--- config.mk ---
export PLATFORM = sky130hd
export DESIGN_NAME = keypad_entry_controller
export DESIGN_NICKNAME = d
export VERILOG_FILES = /design/src/rtl/keypad_pkg.sv /design/src/rtl/keypad_coord_decoder.sv /design/src/rtl/keypad_entry_controller.sv
export SDC_FILE = /design/constraint.sdc
export NUM_CORES = 1
export LEC_CHECK = 0
export ABC_AREA = 1
export CAP_MARGIN = 20
export CORE_MARGIN = 3
export CORE_UTILIZATION = 65
export CTS_BUF_LIST = sky130_fd_sc_hd__clkbuf_2 sky130_fd_sc_hd__clkbuf_4 sky130_fd_sc_hd__clkbuf_8
export DETAILED_ROUTE_END_ITERATION = 7
export PLACE_DENSITY_LB_ADDON = 0.12
export SYNTH_ARGS = -nofsm -noshare
export SYNTH_HDL_FRONTEND = slang
export SYNTH_SLANG_ARGS = --single-unit
--- constraint.sdc ---
create_clock -name clk -period 25.4 [get_ports clk]
set_clock_uncertainty 0.1 [all_clocks]
set_input_delay 5.08 -clock clk [delete_from_list [all_inputs] [get_ports clk]]
set_output_delay 5.08 -clock clk [all_outputs]
set_load 0.005 [all_outputs]
--- src/rtl/keypad_pkg.sv ---
// Shared key codes, FSM state encodings and the 4x4 key map for the keypad entry controller.
package keypad_pkg;

    typedef enum logic [3:0] {
        KEY_D0   = 4'd0,
        KEY_D1   = 4'd1,
        KEY_D2   = 4'd2,
        KEY_D3   = 4'd3,
        KEY_D4   = 4'd4,
        KEY_D5   = 4'd5,
        KEY_D6   = 4'd6,
        KEY_D7   = 4'd7,
        KEY_D8   = 4'd8,
        KEY_D9   = 4'd9,
        KEY_CLR  = 4'd10,
        KEY_ENT  = 4'd11,
        KEY_BS   = 4'd12,
        KEY_NEG  = 4'd13,
        KEY_NONE = 4'd15
    } key_code_e;

    typedef enum logic [2:0] {
        ST_IDLE     = 3'd0,
        ST_WAIT_REL = 3'd1,
        ST_ARMED    = 3'd2,
        ST_SETTLE   = 3'd3,
        ST_DONE     = 3'd4
    } state_e;

    // Indexed by {row, col}; row 0 / col 0 correspond to nibble bit 3 pulled low.
    localparam key_code_e KEY_MAP [16] = '{
        KEY_D1,  KEY_D2, KEY_D3,  KEY_BS,
        KEY_D4,  KEY_D5, KEY_D6,  KEY_NEG,
        KEY_D7,  KEY_D8, KEY_D9,  KEY_NONE,
        KEY_CLR, KEY_D0, KEY_ENT, KEY_NONE
    };

    // Returns {exactly_one_low, index}; index 0 is bit 3.
    function automatic logic [2:0] onehot_low_idx(input logic [3:0] nib);
        logic [2:0] res;
        case (nib)
            4'b0111: res = 3'b100;
            4'b1011: res = 3'b101;
            4'b1101: res = 3'b110;
            4'b1110: res = 3'b111;
            default: res = 3'b000;
        endcase
        return res;
    endfunction

endpackage

--- src/rtl/keypad_coord_decoder.sv ---
// Combinational decode of the scanner's {row,col} active-low coordinate into a key code.
module keypad_coord_decoder
    import keypad_pkg::*;
(
    input  logic [7:0] i_coord,
    output logic       o_valid,
    output key_code_e  o_code
);

    logic [2:0] w_row;
    logic [2:0] w_col;

    // Reject anything that is not exactly one low line per nibble.
    always_comb begin
        w_row   = onehot_low_idx(i_coord[7:4]);
        w_col   = onehot_low_idx(i_coord[3:0]);
        o_valid = w_row[2] & w_col[2];
        if (o_valid) begin
            o_code = KEY_MAP[{w_row[1:0], w_col[1:0]}];
        end else begin
            o_code = KEY_NONE;
        end
    end

endmodule

--- src/rtl/keypad_entry_controller.sv ---
// Keypad number-entry sequencer: press/release tracking, key application and CPU handoff.
module keypad_entry_controller
    import keypad_pkg::*;
#(
    parameter int SETTLE_CYCLES  = 2_500_000,
    parameter int RELEASE_CYCLES = 1_000_000,
    parameter int MAX_DIGITS     = 9
) (
    input  logic        clk,
    input  logic        rst_n,
    input  logic [3:0]  row_in,
    input  logic [7:0]  key_coord,
    input  logic        enable,
    input  logic        data_ack,
    output logic        data_valid,
    output logic [31:0] data_out,
    output logic [31:0] cur_value,
    output logic [3:0]  digit_cnt,
    output logic        busy
);

    localparam int SW = (SETTLE_CYCLES  > 1) ? $clog2(SETTLE_CYCLES)  : 1;
    localparam int RW = (RELEASE_CYCLES > 1) ? $clog2(RELEASE_CYCLES) : 1;
    localparam logic [SW-1:0] SET_LAST = SW'(SETTLE_CYCLES - 1);
    localparam logic [RW-1:0] REL_LAST = RW'(RELEASE_CYCLES - 1);
    localparam logic [3:0]    MAX_DIG  = 4'(MAX_DIGITS);

    state_e        r_state;
    logic [SW-1:0] r_set_cnt;
    logic [RW-1:0] r_rel_cnt;
    logic [31:0]   r_accum;
    logic          r_neg;
    logic [3:0]    r_digit_cnt;
    logic          r_data_valid;
    logic [31:0]   r_data_out;

    logic          w_key_valid;
    key_code_e     w_key_code;
    logic          w_row_idle;
    logic [31:0]   w_cur_value;
    logic [31:0]   w_accum_push;

    keypad_coord_decoder u_dec (
        .i_coord (key_coord),
        .o_valid (w_key_valid),
        .o_code  (w_key_code)
    );

    assign w_row_idle  = (row_in == 4'hf);
    assign w_cur_value = r_neg ? (32'd0 - r_accum) : r_accum;
    // Low 32 bits of accum*10+d are identical whether computed at 32 or 36 bits.
    assign w_accum_push = (r_accum * 32'd10) + {28'd0, w_key_code};

    assign data_valid = r_data_valid;
    assign data_out   = r_data_out;
    assign cur_value  = w_cur_value;
    assign digit_cnt  = r_digit_cnt;
    assign busy       = (r_state != ST_IDLE);

    // Entry FSM with accumulator; enable low overrides every other event.
    always_ff @(posedge clk or negedge rst_n) begin
        if (!rst_n) begin
            r_state      <= ST_IDLE;
            r_set_cnt    <= '0;
            r_rel_cnt    <= '0;
            r_accum      <= 32'd0;
            r_neg        <= 1'b0;
            r_digit_cnt  <= 4'd0;
            r_data_valid <= 1'b0;
            r_data_out   <= 32'd0;
        end else if (!enable) begin
            r_state      <= ST_IDLE;
            r_set_cnt    <= '0;
            r_rel_cnt    <= '0;
            r_accum      <= 32'd0;
            r_neg        <= 1'b0;
            r_digit_cnt  <= 4'd0;
            r_data_valid <= 1'b0;
        end else begin
            case (r_state)
                ST_IDLE: begin
                    r_state   <= ST_WAIT_REL;
                    r_rel_cnt <= '0;
                end
                ST_WAIT_REL: begin
                    if (!w_row_idle) begin
                        r_rel_cnt <= '0;
                    end else if (r_rel_cnt == REL_LAST) begin
                        r_state <= ST_ARMED;
                    end else begin
                        r_rel_cnt <= r_rel_cnt + RW'(1);
                    end
                end
                ST_ARMED: begin
                    if (!w_row_idle) begin
                        r_state   <= ST_SETTLE;
                        r_set_cnt <= '0;
                    end
                end
                ST_SETTLE: begin
                    if (w_row_idle) begin
                        r_state <= ST_ARMED;
                    end else if (r_set_cnt != SET_LAST) begin
                        r_set_cnt <= r_set_cnt + SW'(1);
                    end else begin
                        r_state   <= ST_WAIT_REL;
                        r_rel_cnt <= '0;
                        if (w_key_valid) begin
                            case (w_key_code)
                                KEY_ENT: begin
                                    r_data_out   <= w_cur_value;
                                    r_data_valid <= 1'b1;
                                    r_state      <= ST_DONE;
                                end
                                KEY_CLR: begin
                                    r_accum     <= 32'd0;
                                    r_neg       <= 1'b0;
                                    r_digit_cnt <= 4'd0;
                                end
                                KEY_BS: begin
                                    if (r_digit_cnt != 4'd0) begin
                                        r_accum     <= r_accum / 32'd10;
                                        r_digit_cnt <= r_digit_cnt - 4'd1;
                                    end
                                end
                                KEY_NEG:  r_neg <= ~r_neg;
                                KEY_NONE: r_neg <= r_neg;
                                default: begin
                                    if (r_digit_cnt < MAX_DIG) begin
                                        r_accum     <= w_accum_push;
                                        r_digit_cnt <= r_digit_cnt + 4'd1;
                                    end
                                end
                            endcase
                        end
                    end
                end
                ST_DONE: begin
                    if (data_ack) begin
                        r_data_valid <= 1'b0;
                        r_accum      <= 32'd0;
                        r_neg        <= 1'b0;
                        r_digit_cnt  <= 4'd0;
                        r_state      <= ST_WAIT_REL;
                        r_rel_cnt    <= '0;
                    end
                end
                default: r_state <= ST_IDLE;
            endcase
        end
    end

endmodule

==> reports/qor.yml <==
vias: 10900
crit_arrival_ns: 10.99
synth-seq-cells: 115
cts_tree: "yes"
clock_path_buffers: 2
clk_pin_slew_worst_paths_ns: 0.07
drv_slew: 0
grt_pass1_vias: 10100
ctsResizeCount: 0
final_cell_area_um2: 12700
required_ns: 25.64
nets: 1759
layout.area.seq_um2: 2880
grt.overflow.total: 0
portBuffers: 85
whs_ns: 0.389
setup_viol_count_final: 0
synth_area_per_cell_um2: 7.09
crit_type: "input pin to register"
syn_nets: 1671
r2r_cells: 116
wirelength_um: 28600
yosysWarnings: 0
ys.flop_type: "dfrtp_1"
synth-seq-area-share: 0.256
fin_crit_ns: 10.74
synthTopCellsByArea: "dfrtp_1 (26%), nand2_1 (10%), ha_1 (7.6%)"
io_pins: 86
grt_max_degree: 61
die_height_um: 137
area_delta_synth_final_pct: 13.2
netlist_area_um2: 11200
nFillCells: 1347
synth_cell_types: 68
via_per_inst: 5.70
report.final.hold_viol_count: 0
cts_setup_buffers: 0
crit_path_max_fanout: 14
grt_pass1_wl_um: 47100
fin_tns_setup_ns: 0
wire_per_inst_um: 15.0
postPlaceCellArea_um2: 12200
cts_buffers: 17
die_w_um: 137
max-slew-margin-rel: 0.333
core_um2: 16800
htree_levels: 4
end_kind: "register"
synth_top_area_frac: 0.256
whs_path_depth: 2
drt-initial-drc-count: 807
dieArea_um2: 18900
multi_input_area_um2: 7250
rsz0062_at_grt: "no"
status: "completed"
max_clock_freq_mhz: 93.1
synth_area_leader_cell: "dfrtp_1"
grt_usage: 0.308
drtAntennaViolNets: 0
tightestPinTransition_ns: 0.999
cp-start-kind: "input pin"
initial_utilization: 0.670
first_pass_iters: 6
synth-edff-count: 0
antenna_found_initial: 0
synth_async_sr_flop_share: 1.00
diodes: 0
ctsHoldBuffers: 0
syn_inst: 1584
num_rows: 47
gp_congestion: 0.914
hpwl_um: 21600
drive_gt1_frac: 0.154
max-cap-violations: 0
drc: 0
cts_root_buffer: "clkbuf_8"
post-route-period-util: 0.423
clock_latency_ns: 0.46
worstHoldPathType: "register to register"
clock_sinks: 115
worst max-delay path, cell delays in order:
cell and delay [ns]:
clkdlybuf4s50_1 0.51, nand2_1 0.10, nor3_1 0.46, inv_1 0.17, ha_1 0.32, nand2_1 0.10, o21ai_0 0.10, nor2_1 0.06
nor3_1 0.33, inv_1 0.13, nor3_2 0.19, buf_4 0.28, nor2_1 0.17, buf_6 0.19, inv_1 0.29, o21ai_0 0.14
inv_1 0.07, nand2_1 0.32, nor2_1 0.19, inv_1 0.25, nor2_1 0.71, buf_4 0.38, inv_1 0.11, o21ai_0 0.18
nand2_1 0.06, o21ai_0 0.07
synthesized netlist by cell type, drive strengths merged (6+ instances only):
cell type	count
o31ai	6
xnor2	12
clkbuf	13
o21bai	13
a21o	8
o21ai	86
dfrtp	115
o221ai	10
nand4	20
xor2	58
inv	236
a31oi	8
a21oi	85
o22ai	7
nand2	414
nor2	135
nor4	10
ha	68
nand3	146
mux2	29
clkinv	9
nor3	41
metal layers:
metal | share of wire | wire (um) | global-route usage
met1 | 0.45 | 12800 | 0.407
met2 | 0.47 | 13600 | 0.508
met3 | 0.054 | 1550 | 0.0544
met4 | 0.025 | 717 | 0.105
met5 | 0 | 0 | 0
cell type report:
type,count,share of cell area
timing repair buffer,89,0.0694
clock inverter,12,0.0160
inverter,247,0.0752
sequential,115,0.226
multi-input combinational,1202,0.571
tap,220,0.0217
clock buffer,20,0.0207
per-stage QoR:
stage | cells | utilization | setup WS, ns
after floorplan | 1584 | - | 16.05
final | 1905 | 0.758 | 14.66
after detailed placement | 1873 | 0.730 | 14.34
after global routing | 1905 | 0.758 | 13.49
after CTS | 1905 | 0.758 | 14.77
after global placement | 1872 | 0.730 | 14.24
layout by cell type (no fill, tap or decap), types with 29 or more instances in the layout:
cell type	synthesis	layout
nand3_1	126	125
nand2_2	86	86
nor3_1	41	40
a21oi_1	84	84
clkdlybuf4s50_1	0	84
dfrtp_1	115	115
o21ai_0	62	62
ha_1	68	68
xor2_1	58	58
nand2_1	299	299
inv_1	206	206
inv_2	30	30
nand2_4	29	29
mux2_2	29	29
nor2_1	131	131
cell families (layout without fill, tap and decap cells):
group,Yosys count,in the layout,share of synthesized area
buf+inv,267,368,0.0988
xor+xnor,70,70,0.0546
simple gates,774,774,0.337
flops,115,115,0.256
compound gates,257,257,0.142
mux,30,30,0.0300
fa+ha+maj,71,71,0.0811
sequential cells by signal, indices dropped and copies added (netlist names):
register    cells
data_out       32
r_set_cnt      22
data_valid      1
r_state         3
r_accum        32
r_rel_cnt      20
digit_cnt       4
r_neg           1
final timing paths:
kind | start | to | slack (ns)
max | key_coord[2] | r_accum[28] | 14.66
min | data_out[14] | data_out[14] | 0.39
max reg2reg | r_accum[31] | r_accum[0] | 14.82
min reg2reg | data_out[14] | data_out[14] | 0.39
max in group asynchronous | rst_n | r_rel_cnt[7] | 19.31
min in group asynchronous | rst_n | r_accum[7] | 4.60
Power is left out: the tool's default activity adds up to more than one toggle a clock period on the data nets, which glitch-free logic cannot reach.
==> variant 1, RTL diff (config.mk and constraints unchanged) <==
One comparison of `r_rel_cnt` changes from == to >=.
--- a/src/rtl/keypad_entry_controller.sv
+++ b/src/rtl/keypad_entry_controller.sv
@@ -85,7 +85,7 @@
                 ST_WAIT_REL: begin
                     if (!w_row_idle) begin
                         r_rel_cnt <= '0;
-                    end else if (r_rel_cnt == REL_LAST) begin
+                    end else if (r_rel_cnt >= REL_LAST) begin
                         r_state <= ST_ARMED;
                     end else begin
                         r_rel_cnt <= r_rel_cnt + RW'(1);
Check against the original RTL: no difference found for any inputs over 4 cycles, from zero or initial values and one cycle with rst_n low; that may be too few to reach the edited logic, so the function may still have changed.
==> variant 1 against the unedited design <==
Synthesized area up 0.22%. Cell area about the same. Routed wire length grew 2.4%. Hold slack worse by 0.0035 ns. Maximum frequency fell by 3.9%. Largest cell class unchanged. Sequential cell count did not move. Setup slack got worse by 0.44 ns. Via count up 4.4%.
Power is not shown: default switching activity piles up to over one toggle a cycle in this logic, so the estimate is an artifact.
==> variant 1: results (changes against the unedited design) <==
| Metric | Value |
|---|---|
| Status | finished, final reports clean (unchanged) |
| Synthesized instance count | 1656 (was 1584) |
| Setup repair bufs after CTS | 0 (unchanged) |
| Placed insts | 1940 (was 1873) |
| Beginning of the critical path | key_coord[3] (was key_coord[2]) |
| Worst reg-to-reg path cell count | 119 (was 116) |
| Post-Layout Cell Count | 1973 (was 1905) |
| Final HPWL DP | 21900 um (was 21600 um) |
| DR pass1 iterations | 8 (was 6) |
| Worst-path clk slew | about 0.080 ns |
| Total wire length | 29300 um (was 28600 um) |
| Fill cell count | 1352 (was 1347) |
| Post-synth top cells | nand2_1 (303), inv_1 (251), nand3_1 (158) (was nand2_1 (299), inv_1 (206), nor2_1 (131)) |
| Final GP Congestion | 0.982 (was 0.914) |
| Via count | 11300 (was 10900) |
| Yosys cell types | 60 (was 68) |
| Share of layout cells above drive strength 1 | 0.111 (was 0.154) |
| Nets | 1827 (was 1759) |
| Dpl cell area | 12300 um2 (was 12200 um2) |
| Iter 0 DRT Violations | 881 (was 807) |
| Area contributors post-synth | dfrtp_1 (26%), nand2_1 (10%), inv_1 (8.4%), ha_1 (7.6%), nand3_1 (7.0%) (was dfrtp_1 (26%), nand2_1 (10%), ha_1 (7.6%), inv_1 (6.9%), nand3_1 (5.6%)) |
| Synth Flop Type | dfrtp_1 (unchanged) |
| Register area share after synthesis | 0.256 (about the same) |
| Register-to-Register Setup Slack | 14.54 ns (was 14.82 ns) |
| Crit path arrival time | 11.39 ns (was 10.99 ns) |
| Measured slew at the worst slew-check pin | 1.10 ns (was 0.999 ns) |
| Max clock buf depth | 2 (unchanged) |
| Largest net degree at the start of global routing | 71 (was 61) |
| Critical Path Sink | r_accum[10] (was r_accum[28]) |
| First-pass GRT wire length | 48300 um (was 47100 um) |
| CTS buffer count | 17 (unchanged) |
| CP max FO | 21 (was 14) |
| Endpoints failing setup | 0 (unchanged) |
| GRT Total Usage | 0.313 (was 0.308) |
## variant 1: changes by cell type in the layout (fill, tap and decap cells not counted), sizes merged, moves of 10 or more
cell	delta
inv	+54
mux2	-29
mux2i	+29
nand3	+26
nand2	-21
nand4	+17
nor2	+10
## variant 1: area by class of cell
cell class	instances	share of cell area
Multi-Input combinational cell	1228	0.566
Sequential cell	115	0.226
Inverter	286	0.0844
Timing Repair Buffer	92	0.0734
Tap cell	220	0.0216
Clock buffer	18	0.0195
Clock inverter	14	0.00934
## variant 1: layer usage
layer	global-route usage	part of all wire
met5	0	0
met1	0.413	0.43
met4	0.113	0.025
met3	0.0548	0.071
met2	0.517	0.47
## variant 1: through the flow
step | worst slack [ns] | util
2_1_floorplan | 16.00 | -
3_3_place_gp | 12.91 | 0.734
3_5_place_dp | 13.90 | 0.736
4_1_cts | 14.32 | 0.758
5_1_grt | 13.17 | 0.759
6_report | 14.22 | 0.759
## variant 1: logic make-up after synthesis
kind of cell	Yosys count	synth area share
AND/OR/NAND/NOR	808	0.342
buffers and inverters	313	0.106
AO/OA/AOI/OAI	243	0.129
flip-flops	115	0.256
XOR/XNOR	76	0.0604
adder cells (fa/ha/maj)	71	0.0809
multiplexers	30	0.0267
## variant 1: how the worst min path moves through the flow
stage,startpoint,to,slack (ns)
floorplan,r_rel_cnt[3],r_rel_cnt[3],0.36
global placement,data_out[2],data_out[2],0.36
detailed placement,data_out[0],data_out[0],0.37
CTS,r_rel_cnt[3],r_rel_cnt[3],0.39
global route,data_out[0],data_out[0],0.42
finish,data_out[9],data_out[9],0.39
## variant 1: worst max-delay path, stage by stage
cell             delay, ns
clkdlybuf4s50_1       0.49
nand2_1               0.09
nor3_1                0.43
inv_1                 0.16
ha_1                  0.30
nand2_1               0.07
o21ai_0               0.10
nand2_1               0.07
inv_1                 0.07
nor3_1                0.08
inv_1                 0.09
nand2_1               0.08
nor2_1                0.15
nand2_1               0.11
inv_1                 0.42
buf_16                0.24
nor2_1                0.07
clkinv_1              0.38
o21ai_0               0.13
inv_1                 0.08
nand2_1               0.26
nor2_2                0.84
inv_1                 0.61
nor2_1                0.32
nand2_1               0.21
o311ai_0              0.42
==> variant 2, RTL diff (config.mk and constraints unchanged) <==
Without the edit above. Set the parameter `SETTLE_CYCLES` to 625_000 (it was 2_500_000).
--- a/src/rtl/keypad_entry_controller.sv
+++ b/src/rtl/keypad_entry_controller.sv
@@ -2,7 +2,7 @@
 module keypad_entry_controller
     import keypad_pkg::*;
 #(
-    parameter int SETTLE_CYCLES  = 2_500_000,
+    parameter int SETTLE_CYCLES  = 625_000,
     parameter int RELEASE_CYCLES = 1_000_000,
     parameter int MAX_DIGITS     = 9
 ) (
Function: no difference found for any inputs over 4 cycles, from zero or initial values and one cycle with rst_n low; that may be too few to reach the edited logic, so the function may still have changed.
==> variant 2 against the unedited design <==
Synthesized cell count up 2.0%. Setup slack worse by 0.12 ns. Cell area decreased by 0.58%. Sequential cell count down 2. Routed wire length rose by 4.4%. Synthesized area down 0.42%. Largest cell class unchanged.
Power is left out: the tool's default activity adds up to more than one toggle a clock period on the data nets, which glitch-free logic cannot reach.
==> variant 2: results (changes against the unedited design) <==
| Metric | Value |
|---|---|
| Post-Syn Nets | 1702 (was 1671) |
| CP max FO | 7 (was 14) |
| Clkbuf count | 18 (was 20) |
| Yosys cell types | 60 (was 68) |
| Largest net degree at the start of global routing | 73 (was 61) |
| Worst-skew pair later-pin latency | 0.48 ns (was 0.46 ns) |
| Wl on met1 | 13000 um (was 12800 um) |
| Synth Area in XOR/XNOR | 0.0587 (was 0.0546) |
| Met2 WL | 14200 um (was 13600 um) |
| Share of layout cells above drive strength 1 | 0.139 (was 0.154) |
| Beginning of the critical path | r_accum[29] (was key_coord[2]) |
| Routed len/inst | 15.5 um (was 15.0 um) |
| Seq. cell area | 2830 um2 (was 2880 um2) |
| Synthesized instance count | 1615 (was 1584) |
| Register-to-Register Setup Slack | 14.54 ns (was 14.82 ns) |
| GRT Total Usage | 0.324 (was 0.308) |
| Clock-cell share of area | 0.0316 (was 0.0367) |
| Pre-CTS setup slack | 14.14 ns (was 14.34 ns) |
| CP peak stage delay | 0.48 ns (was 0.71 ns) |
| Adder-cell share of the synthesized area | 0.0815 (was 0.0811) |
| Signal inverters | 251 (was 247) |
| NonClk Buf Share | 0.0698 (was 0.0694) |
| Compound-Gate Fraction of Synth Area | 0.141 (was 0.142) |
| Multi-input gates | 1228 (was 1202) |
| Status | finished, final reports clean (unchanged) |
| Via density | 5.83 (was 5.70) |
| Worst reg-to-reg path cell count | 110 (was 116) |
| Number of cells on the worst hold path | 1 (was 2) |
| Worst hold endpoint | r_rel_cnt[18] (was data_out[14]) |
| Final GP Congestion | 0.979 (was 0.914) |
| CTS Sinks | 113 (was 115) |
| Hold path start | r_rel_cnt[15] (was data_out[14]) |
| CP max-delay cell | dfrtp_1 (was nor2_1) |
| Metal3 WL | 2060 um (was 1550 um) |
| Iter 0 DRT Violations | 958 (was 807) |
| Area contributors post-synth | dfrtp_1 (25%), nand2_1 (10%), ha_1 (7.6%), inv_1 (6.8%), nand3_1 (6.2%) (was dfrtp_1 (26%), nand2_1 (10%), ha_1 (7.6%), inv_1 (6.9%), nand3_1 (5.6%)) |
| Number of global-route vias before repair | 10400 (was 10100) |
| Placed insts | 1900 (was 1873) |
| Fill cell count | 1298 (was 1347) |
| Measured slew at the worst slew-check pin | 1.15 ns (was 0.999 ns) |
| Register area share after synthesis | 0.253 (was 0.256) |
-- variant 2: how the worst max path moves through the flow --
| stage | end | slack, ns | cells after the start |
|---|---|---|---|
| finish | r_accum[0] | 14.54 | 110 |
| global route | r_accum[0] | 13.23 | 106 |
| global placement | r_accum[19] | 14.17 | 29 |
| floorplan | r_accum[29] | 16.03 | 30 |
| CTS | r_accum[19] | 14.60 | 29 |
| detailed placement | r_accum[19] | 14.14 | 29 |
-- variant 2: stage by stage --
step           instance area (um2)  hold slack, ns
6_report                     12600           0.385
5_1_grt                      12600           0.409
3_5_place_dp                 12200           0.376
3_3_place_gp                 12200           0.369
4_1_cts                      12600           0.390
2_1_floorplan                11200           0.346
-- variant 2: routing by layer --
metal	GRT usage	up-vias
li1	-	5536
met1	0.425	5240
met2	0.544	413
met3	0.0621	73
met4	0.0959	0
met5	0	-
